==> src/rtl/game_sequencer_if.sv <==
// rtl/game_sequencer_if.sv - game event / move strobe / redraw handshake bundle
interface game_sequencer_if;
  logic       start;
  logic       pause;
  logic       goodColl;
  logic       badColl;
  logic       isGameComplete;
  logic       draw_done;
  logic       sync;
  logic       s_reset;
  logic       draw_req;
  logic [2:0] state;
  logic [2:0] speed_level;
  logic       overrun;

  // The sequencer consumes game events and produces the move strobe and redraw request
  modport master (
    input  start, pause, goodColl, badColl, isGameComplete, draw_done,
    output sync, s_reset, draw_req, state, speed_level, overrun
  );

  // Surrounding datapath / image generator view
  modport slave (
    output start, pause, goodColl, badColl, isGameComplete, draw_done,
    input  sync, s_reset, draw_req, state, speed_level, overrun
  );
endinterface

==> src/rtl/game_sequencer.sv <==
// rtl/game_sequencer.sv - snake game sequencer: move tick, redraw handshake, pause, end states, speed
module game_sequencer #(
  parameter int TICK_BASE        = 1500000,
  parameter int SPEED_STEP       = 150000,
  parameter int SPEED_LEVELS     = 8,
  parameter int APPLES_PER_LEVEL = 4
) (
  input logic              clk,
  input logic              nrst,
  game_sequencer_if.master bus
);

  typedef enum logic [2:0] {
    IDLE  = 3'd0,
    RUN   = 3'd1,
    DRAW  = 3'd2,
    PAUSE = 3'd3,
    OVER  = 3'd4,
    WIN   = 3'd5
  } state_t;

  localparam int              AW         = (APPLES_PER_LEVEL > 1) ? $clog2(APPLES_PER_LEVEL) : 1;
  localparam logic [2:0]      LEVEL_MAX  = 3'(SPEED_LEVELS - 1);
  localparam logic [AW-1:0]   APPLE_LAST = AW'(APPLES_PER_LEVEL - 1);

  state_t        state_q;
  logic [23:0]   cnt;
  logic [23:0]   period;
  logic          tick_pending;
  logic          pause_pending;
  logic [AW-1:0] apple_cnt;
  logic [2:0]    speed_level;
  logic          sync_q;
  logic          s_reset_q;
  logic          draw_req_q;
  logic          overrun_q;

  logic [23:0]   next_period;
  logic          expire;
  logic          terminal;
  state_t        term_state;
  logic          restart;
  logic          apple_hit;

  assign next_period = 24'(TICK_BASE) - 24'(speed_level) * 24'(SPEED_STEP);
  assign expire      = (cnt == period - 24'd1);
  assign terminal    = bus.badColl | bus.isGameComplete;
  assign term_state  = bus.badColl ? OVER : WIN;
  assign restart     = bus.start && (state_q == IDLE || state_q == OVER || state_q == WIN);
  assign apple_hit   = bus.goodColl && !terminal && (state_q == RUN || state_q == DRAW);

  // Main game FSM: tick counting, redraw handshake, pause and terminal handling
  always_ff @(posedge clk or negedge nrst) begin
    if (!nrst) begin
      state_q       <= IDLE;
      cnt           <= '0;
      period        <= 24'(TICK_BASE);
      tick_pending  <= 1'b0;
      pause_pending <= 1'b0;
      sync_q        <= 1'b0;
      s_reset_q     <= 1'b0;
      draw_req_q    <= 1'b0;
      overrun_q     <= 1'b0;
    end else begin
      sync_q    <= 1'b0;
      s_reset_q <= 1'b0;
      case (state_q)
        IDLE, OVER, WIN: begin
          if (bus.start) begin
            // A fresh game always starts at level 0, so the base period applies
            state_q       <= RUN;
            s_reset_q     <= 1'b1;
            cnt           <= '0;
            period        <= 24'(TICK_BASE);
            tick_pending  <= 1'b0;
            pause_pending <= 1'b0;
            draw_req_q    <= 1'b0;
            overrun_q     <= 1'b0;
          end
        end
        RUN: begin
          if (terminal) begin
            state_q       <= term_state;
            draw_req_q    <= 1'b0;
            tick_pending  <= 1'b0;
            pause_pending <= 1'b0;
          end else if (bus.pause) begin
            // Counter holds its value so the move resumes where it left off
            state_q <= PAUSE;
          end else if (tick_pending || expire) begin
            sync_q       <= 1'b1;
            draw_req_q   <= 1'b1;
            state_q      <= DRAW;
            cnt          <= '0;
            period       <= next_period;
            tick_pending <= 1'b0;
          end else begin
            cnt <= cnt + 24'd1;
          end
        end
        DRAW: begin
          if (terminal) begin
            state_q       <= term_state;
            draw_req_q    <= 1'b0;
            tick_pending  <= 1'b0;
            pause_pending <= 1'b0;
          end else begin
            // The tick keeps running behind the redraw; a late frame parks it
            if (tick_pending) begin
              cnt <= '0;
            end else if (expire) begin
              cnt          <= '0;
              tick_pending <= 1'b1;
              overrun_q    <= 1'b1;
            end else begin
              cnt <= cnt + 24'd1;
            end
            if (bus.draw_done) begin
              draw_req_q    <= 1'b0;
              pause_pending <= 1'b0;
              state_q       <= (pause_pending ^ bus.pause) ? PAUSE : RUN;
            end else if (bus.pause) begin
              pause_pending <= ~pause_pending;
            end
          end
        end
        PAUSE: begin
          if (terminal) begin
            state_q       <= term_state;
            draw_req_q    <= 1'b0;
            tick_pending  <= 1'b0;
            pause_pending <= 1'b0;
          end else if (bus.pause) begin
            state_q <= RUN;
          end
        end
        default: state_q <= IDLE;
      endcase
    end
  end

  // Speed ladder: every APPLES_PER_LEVEL apples bump the level, saturating at the top
  always_ff @(posedge clk or negedge nrst) begin
    if (!nrst) begin
      apple_cnt   <= '0;
      speed_level <= '0;
    end else if (restart) begin
      apple_cnt   <= '0;
      speed_level <= '0;
    end else if (apple_hit) begin
      if (apple_cnt == APPLE_LAST) begin
        apple_cnt <= '0;
        if (speed_level != LEVEL_MAX) begin
          speed_level <= speed_level + 3'd1;
        end
      end else begin
        apple_cnt <= apple_cnt + AW'(1);
      end
    end
  end

  assign bus.sync        = sync_q;
  assign bus.s_reset     = s_reset_q;
  assign bus.draw_req    = draw_req_q;
  assign bus.state       = state_q;
  assign bus.speed_level = speed_level;
  assign bus.overrun     = overrun_q;

endmodule

==> src/flat_wrapper.sv <==
// flat-port wrapper written by rule: the top's interface ports become plain ports
module game_sequencer_flat 
#(
  parameter int TICK_BASE        = 1500000,
  parameter int SPEED_STEP       = 150000,
  parameter int SPEED_LEVELS     = 8,
  parameter int APPLES_PER_LEVEL = 4
)
  (clk, nrst, bus_start, bus_pause, bus_goodColl, bus_badColl, bus_isGameComplete, bus_draw_done, bus_sync, bus_s_reset, bus_draw_req, bus_state, bus_speed_level, bus_overrun);
  game_sequencer_if bus_i ();
  input logic clk;
  input logic nrst;
  input wire logic [$bits(bus_i.start)-1:0] bus_start;
  input wire logic [$bits(bus_i.pause)-1:0] bus_pause;
  input wire logic [$bits(bus_i.goodColl)-1:0] bus_goodColl;
  input wire logic [$bits(bus_i.badColl)-1:0] bus_badColl;
  input wire logic [$bits(bus_i.isGameComplete)-1:0] bus_isGameComplete;
  input wire logic [$bits(bus_i.draw_done)-1:0] bus_draw_done;
  output wire logic [$bits(bus_i.sync)-1:0] bus_sync;
  output wire logic [$bits(bus_i.s_reset)-1:0] bus_s_reset;
  output wire logic [$bits(bus_i.draw_req)-1:0] bus_draw_req;
  output wire logic [$bits(bus_i.state)-1:0] bus_state;
  output wire logic [$bits(bus_i.speed_level)-1:0] bus_speed_level;
  output wire logic [$bits(bus_i.overrun)-1:0] bus_overrun;
  assign bus_i.start = bus_start;
  assign bus_i.pause = bus_pause;
  assign bus_i.goodColl = bus_goodColl;
  assign bus_i.badColl = bus_badColl;
  assign bus_i.isGameComplete = bus_isGameComplete;
  assign bus_i.draw_done = bus_draw_done;
  assign bus_sync = bus_i.sync;
  assign bus_s_reset = bus_i.s_reset;
  assign bus_draw_req = bus_i.draw_req;
  assign bus_state = bus_i.state;
  assign bus_speed_level = bus_i.speed_level;
  assign bus_overrun = bus_i.overrun;
  game_sequencer #(.TICK_BASE(TICK_BASE), .SPEED_STEP(SPEED_STEP), .SPEED_LEVELS(SPEED_LEVELS), .APPLES_PER_LEVEL(APPLES_PER_LEVEL)) u_core (.clk(clk), .nrst(nrst), .bus(bus_i));
endmodule
==> config.mk <==
export PLATFORM = sky130hd
export DESIGN_NAME = game_sequencer_flat
export DESIGN_NICKNAME = d
export VERILOG_FILES = /design/src/rtl/game_sequencer_if.sv /design/src/rtl/game_sequencer.sv /design/src/flat_wrapper.sv
export SDC_FILE = /design/constraint.sdc
export NUM_CORES = 1
export LEC_CHECK = 0
export BUFFER_PORTS_ARGS = -buffer_cell sky130_fd_sc_hd__buf_2
export CORE_UTILIZATION = 51
export CTS_CLUSTER_SIZE = 40
export DETAILED_ROUTE_END_ITERATION = 8
export PLACE_DENSITY = 0.73
export SLEW_MARGIN = 20
export SYNTH_ARGS = -nofsm -noshare
export SYNTH_HDL_FRONTEND = slang
export SYNTH_SLANG_ARGS = --single-unit
==> constraint.sdc <==
create_clock -name clk -period 11.49 [get_ports clk]
set_clock_uncertainty 0.2 [all_clocks]
set_input_delay 1.149 -clock clk [delete_from_list [all_inputs] [get_ports clk]]
set_output_delay 1.149 -clock clk [all_outputs]
set_load 0.1 [all_outputs]
==> impl_metrics.toml <==
[run_status]
status = "complete, no violations"

[synthesis]
syn_avg_cell_area_um2 = 8.82
synth_area_mm2 = 0.00422
yosysSeqAreaShare_pct = 32.9
synth_edf_count = 0
synth_flop_cell = "dfrtp_1"
ys_async_sr_fraction_pct = 100
ys_types = 70
yosys_warnings = 0
synth_cells = 479
ys_ff_latch = 55
syn_nets = 506

[cells_and_area]
drive_above_1_share_pct = 10.7
fill_cells = 762
area_growth_syn_to_layout_pct = 4.41
diodes = 0
final_area_mm2 = 0.00441
final_nets = 511

[drt]
vias_per_cell = 6.10
num_vias = 3582
wirelength_um = 9270
wl_per_cell_um = 15.8
dr.first_iter.drc_count = 184
ant_nets = 0
dr.pass1.iters = 5
drc = 0

[clock_network]
cts_buffers = 5
cts_root_buf = "clkbuf_8"
h-tree-depth = 2
cts_sinks = 55
cts_resized = 0
cts_setup_buffers = 0
clk_path_buf_depth = 2
cts_tree = "built"
clk_latency_ns = 0.32
path_clk_slew_ns = 0.10
cts_hold_buf = 0

[sta]
slew_violations = 0
grt_setup_unrepaired = "false"
period_share_pct = 38.8
min_period_ns = 4.46
fin_ws_ns = 7.03
slew_headroom_pct = 47.5
tns_ns = 0
worstMarginPinSlew_ns = 0.782
setup_violations = 0
hold_viol_final = 0
max_freq_mhz = 224
hold-worst-slack_ns = 0.309

[worst_setup_path]
cpMaxStageDelayCell = "fa_1"
critical_path.max_stage_delay_ns = 0.77
path_delay_family = "adder cells"
cp.arrival_ns = 4.45
crit_buf_inv = 1
end_kind = "flip-flop"
worst-endpoint-required_ns = 11.48
path_cells = "fa_1 > ha_1 > inv_1 > fa_1 > xor2_1 > a211oi_1 > a2111oi_0 > o311ai_0 > nand2_1 > mux2i_1 > xnor2_1 > mux2i_1"
critical_path_class = "reg2reg"
crit_fanout = 17
startpoint_type = "flip-flop"

[global_routing]
grt_pass1_vias = 3331
track_usage_pct = 22.9
antenna_found_initial = 0
overflow = 0
grt_max_degree = 56
grt_pass1_wl_um = 16000

[placement]
placed_cell_area_mm2 = 0.00433
io_buffers = 17
hpwlAfterDp_um = 6870
pre_cts_slack_ns = 7.09
place.gp.congestion = 0.869

[die]
start_util_pct = 53.8
ios = 18
die_w_um = 93.0
die_area_mm2 = 0.00865
die_h_um = 93.0
core-area_mm2 = 0.00785
row_count = 32

[run]
drv_cap = 0

[pwr]
power.total_mw = 0.560
p_leak_nw = 1.88
ir_worst_vdd_mv = 0.136
pwr_density_cell_mw_per_mm2 = 127

[worst_hold_path]
hp-class = "reg2reg"
[stage by stage]
step | std cells | util [%]
finish | 587 | 56.2
global route | 587 | 56.2
CTS | 587 | 56.2
detailed placement | 579 | 55.1
global placement | 579 | 55.1
floorplan | 479 | -
[synthesized netlist by cell type, types with 6 or more instances]
master	number	share of area (%)
nor2_1	49	4.4
nand2_1	48	4.3
dfrtp_1	46	27
xnor2_1	27	5.6
mux2i_1	22	5.2
xor2_1	21	4.4
nand3_1	18	2.1
inv_1	16	1.4
nor3_1	16	1.9
ha_1	15	4.4
clkbuf_1	14	1.2
a21oi_1	12	1.4
o21ai_0	12	1.4
and3_1	9	1.3
dfstp_2	9	5.6
nand2b_1	8	1.2
nor2b_1	7	1.0
or3_1	7	1.0
or2_2	6	0.89
[final cells by class]
cell class,instances,area (um2),share of cell area (%)
well taps,102,128,2.89
inverters,16,60.1,1.36
multi-input cells,388,2660,60.3
repair buffers,18,92.6,2.10
flip-flops and latches,55,1390,31.5
clock buffers,5,68.8,1.56
clock inverters,3,15.0,0.341
[per-layer routing]
layer  routed length (um)  share of wire [%]  GRT usage, %  vias up
met3                  363                3.9          3.09        8
met2                 4470                 48          38.2       81
met4                   82               0.88          5.38        0
li1                     -                  -             -     1731
met1                 4350                 47          31.7     1762
met5                    0                  0             0        -
[flip-flops by register name, indices dropped and copies added (netlist names)]
name	count
u_core.bus.overrun	1
u_core.bus.sync	1
u_core.pause_pending	1
u_core.bus.s_reset	1
u_core.bus.speed_level	3
u_core.bus.draw_req	1
u_core.period	17
u_core.apple_cnt	2
u_core.cnt	24
u_core.tick_pending	1
u_core.bus.state	3
[worst paths after layout]
kind                                                 from                         to  slack, ns  depth (start not counted)
worst min register to register       u_core.pause_pending       u_core.pause_pending       0.31                          2
worst max register to register  u_core.bus.speed_level[0]          u_core.period[19]       7.03                         12
worst max-delay path            u_core.bus.speed_level[0]          u_core.period[19]       7.03                         12
worst min-delay path                 u_core.pause_pending       u_core.pause_pending       0.31                          2
max in group asynchronous                            nrst  u_core.bus.speed_level[1]       9.85                          2
min in group asynchronous                            nrst              u_core.cnt[0]       0.74                          2
[worst reg2reg max path, cell delays in order, from the launching register on]
cell       delay, ns
dfrtp_1         0.60
fa_1            0.77
ha_1            0.24
inv_1           0.09
fa_1            0.42
xor2_1          0.28
a211oi_1        0.11
a2111oi_0       0.69
o311ai_0        0.30
nand2_1         0.17
mux2i_1         0.22
xnor2_1         0.14
mux2i_1         0.09
[report_power, final]
part	internal [mW]	leakage, nW	switching [mW]
clock	0.0420	0.0477	0.0666
sequential	0.212	0.725	0.0355
combinational	0.0574	1.10	0.147
[logic make-up (layout without fill, tap and decap cells)]
| logic type | Yosys count | count (layout) | share of synthesized area (%) |
|---|---|---|---|
| AND/OR/NAND/NOR | 205 | 205 | 25.0 |
| XOR/XNOR | 48 | 48 | 9.96 |
| flip-flops | 55 | 55 | 32.9 |
| buffers and inverters | 36 | 42 | 4.21 |
| multiplexers | 23 | 23 | 5.48 |
| AO/OA/AOI/OAI | 93 | 93 | 16.1 |
| adder cells (fa/ha/maj) | 19 | 19 | 6.34 |
[placed cells by master (no fill, tap or decap), drive strengths merged, types with 5 or more instances in the layout]
master	Yosys	layout
o21ai	18	18
dfstp	9	9
a21oi	12	12
dfrtp	46	46
nand3	18	18
o31ai	5	5
xnor2	27	27
a211oi	5	5
nand4	6	6
or4	7	7
a22o	5	5
and3	9	9
clkbuf	14	5
nand2	48	48
xor2	21	21
nor2	49	49
inv	16	16
nor3	17	17
buf	6	18
mux2i	22	22
or3	7	7
nand2b	8	8
or2	6	6
nor4	5	5
a21o	5	5
and2	5	5
ha	15	15
nor2b	7	7
(Power assumes the default switching activity.)
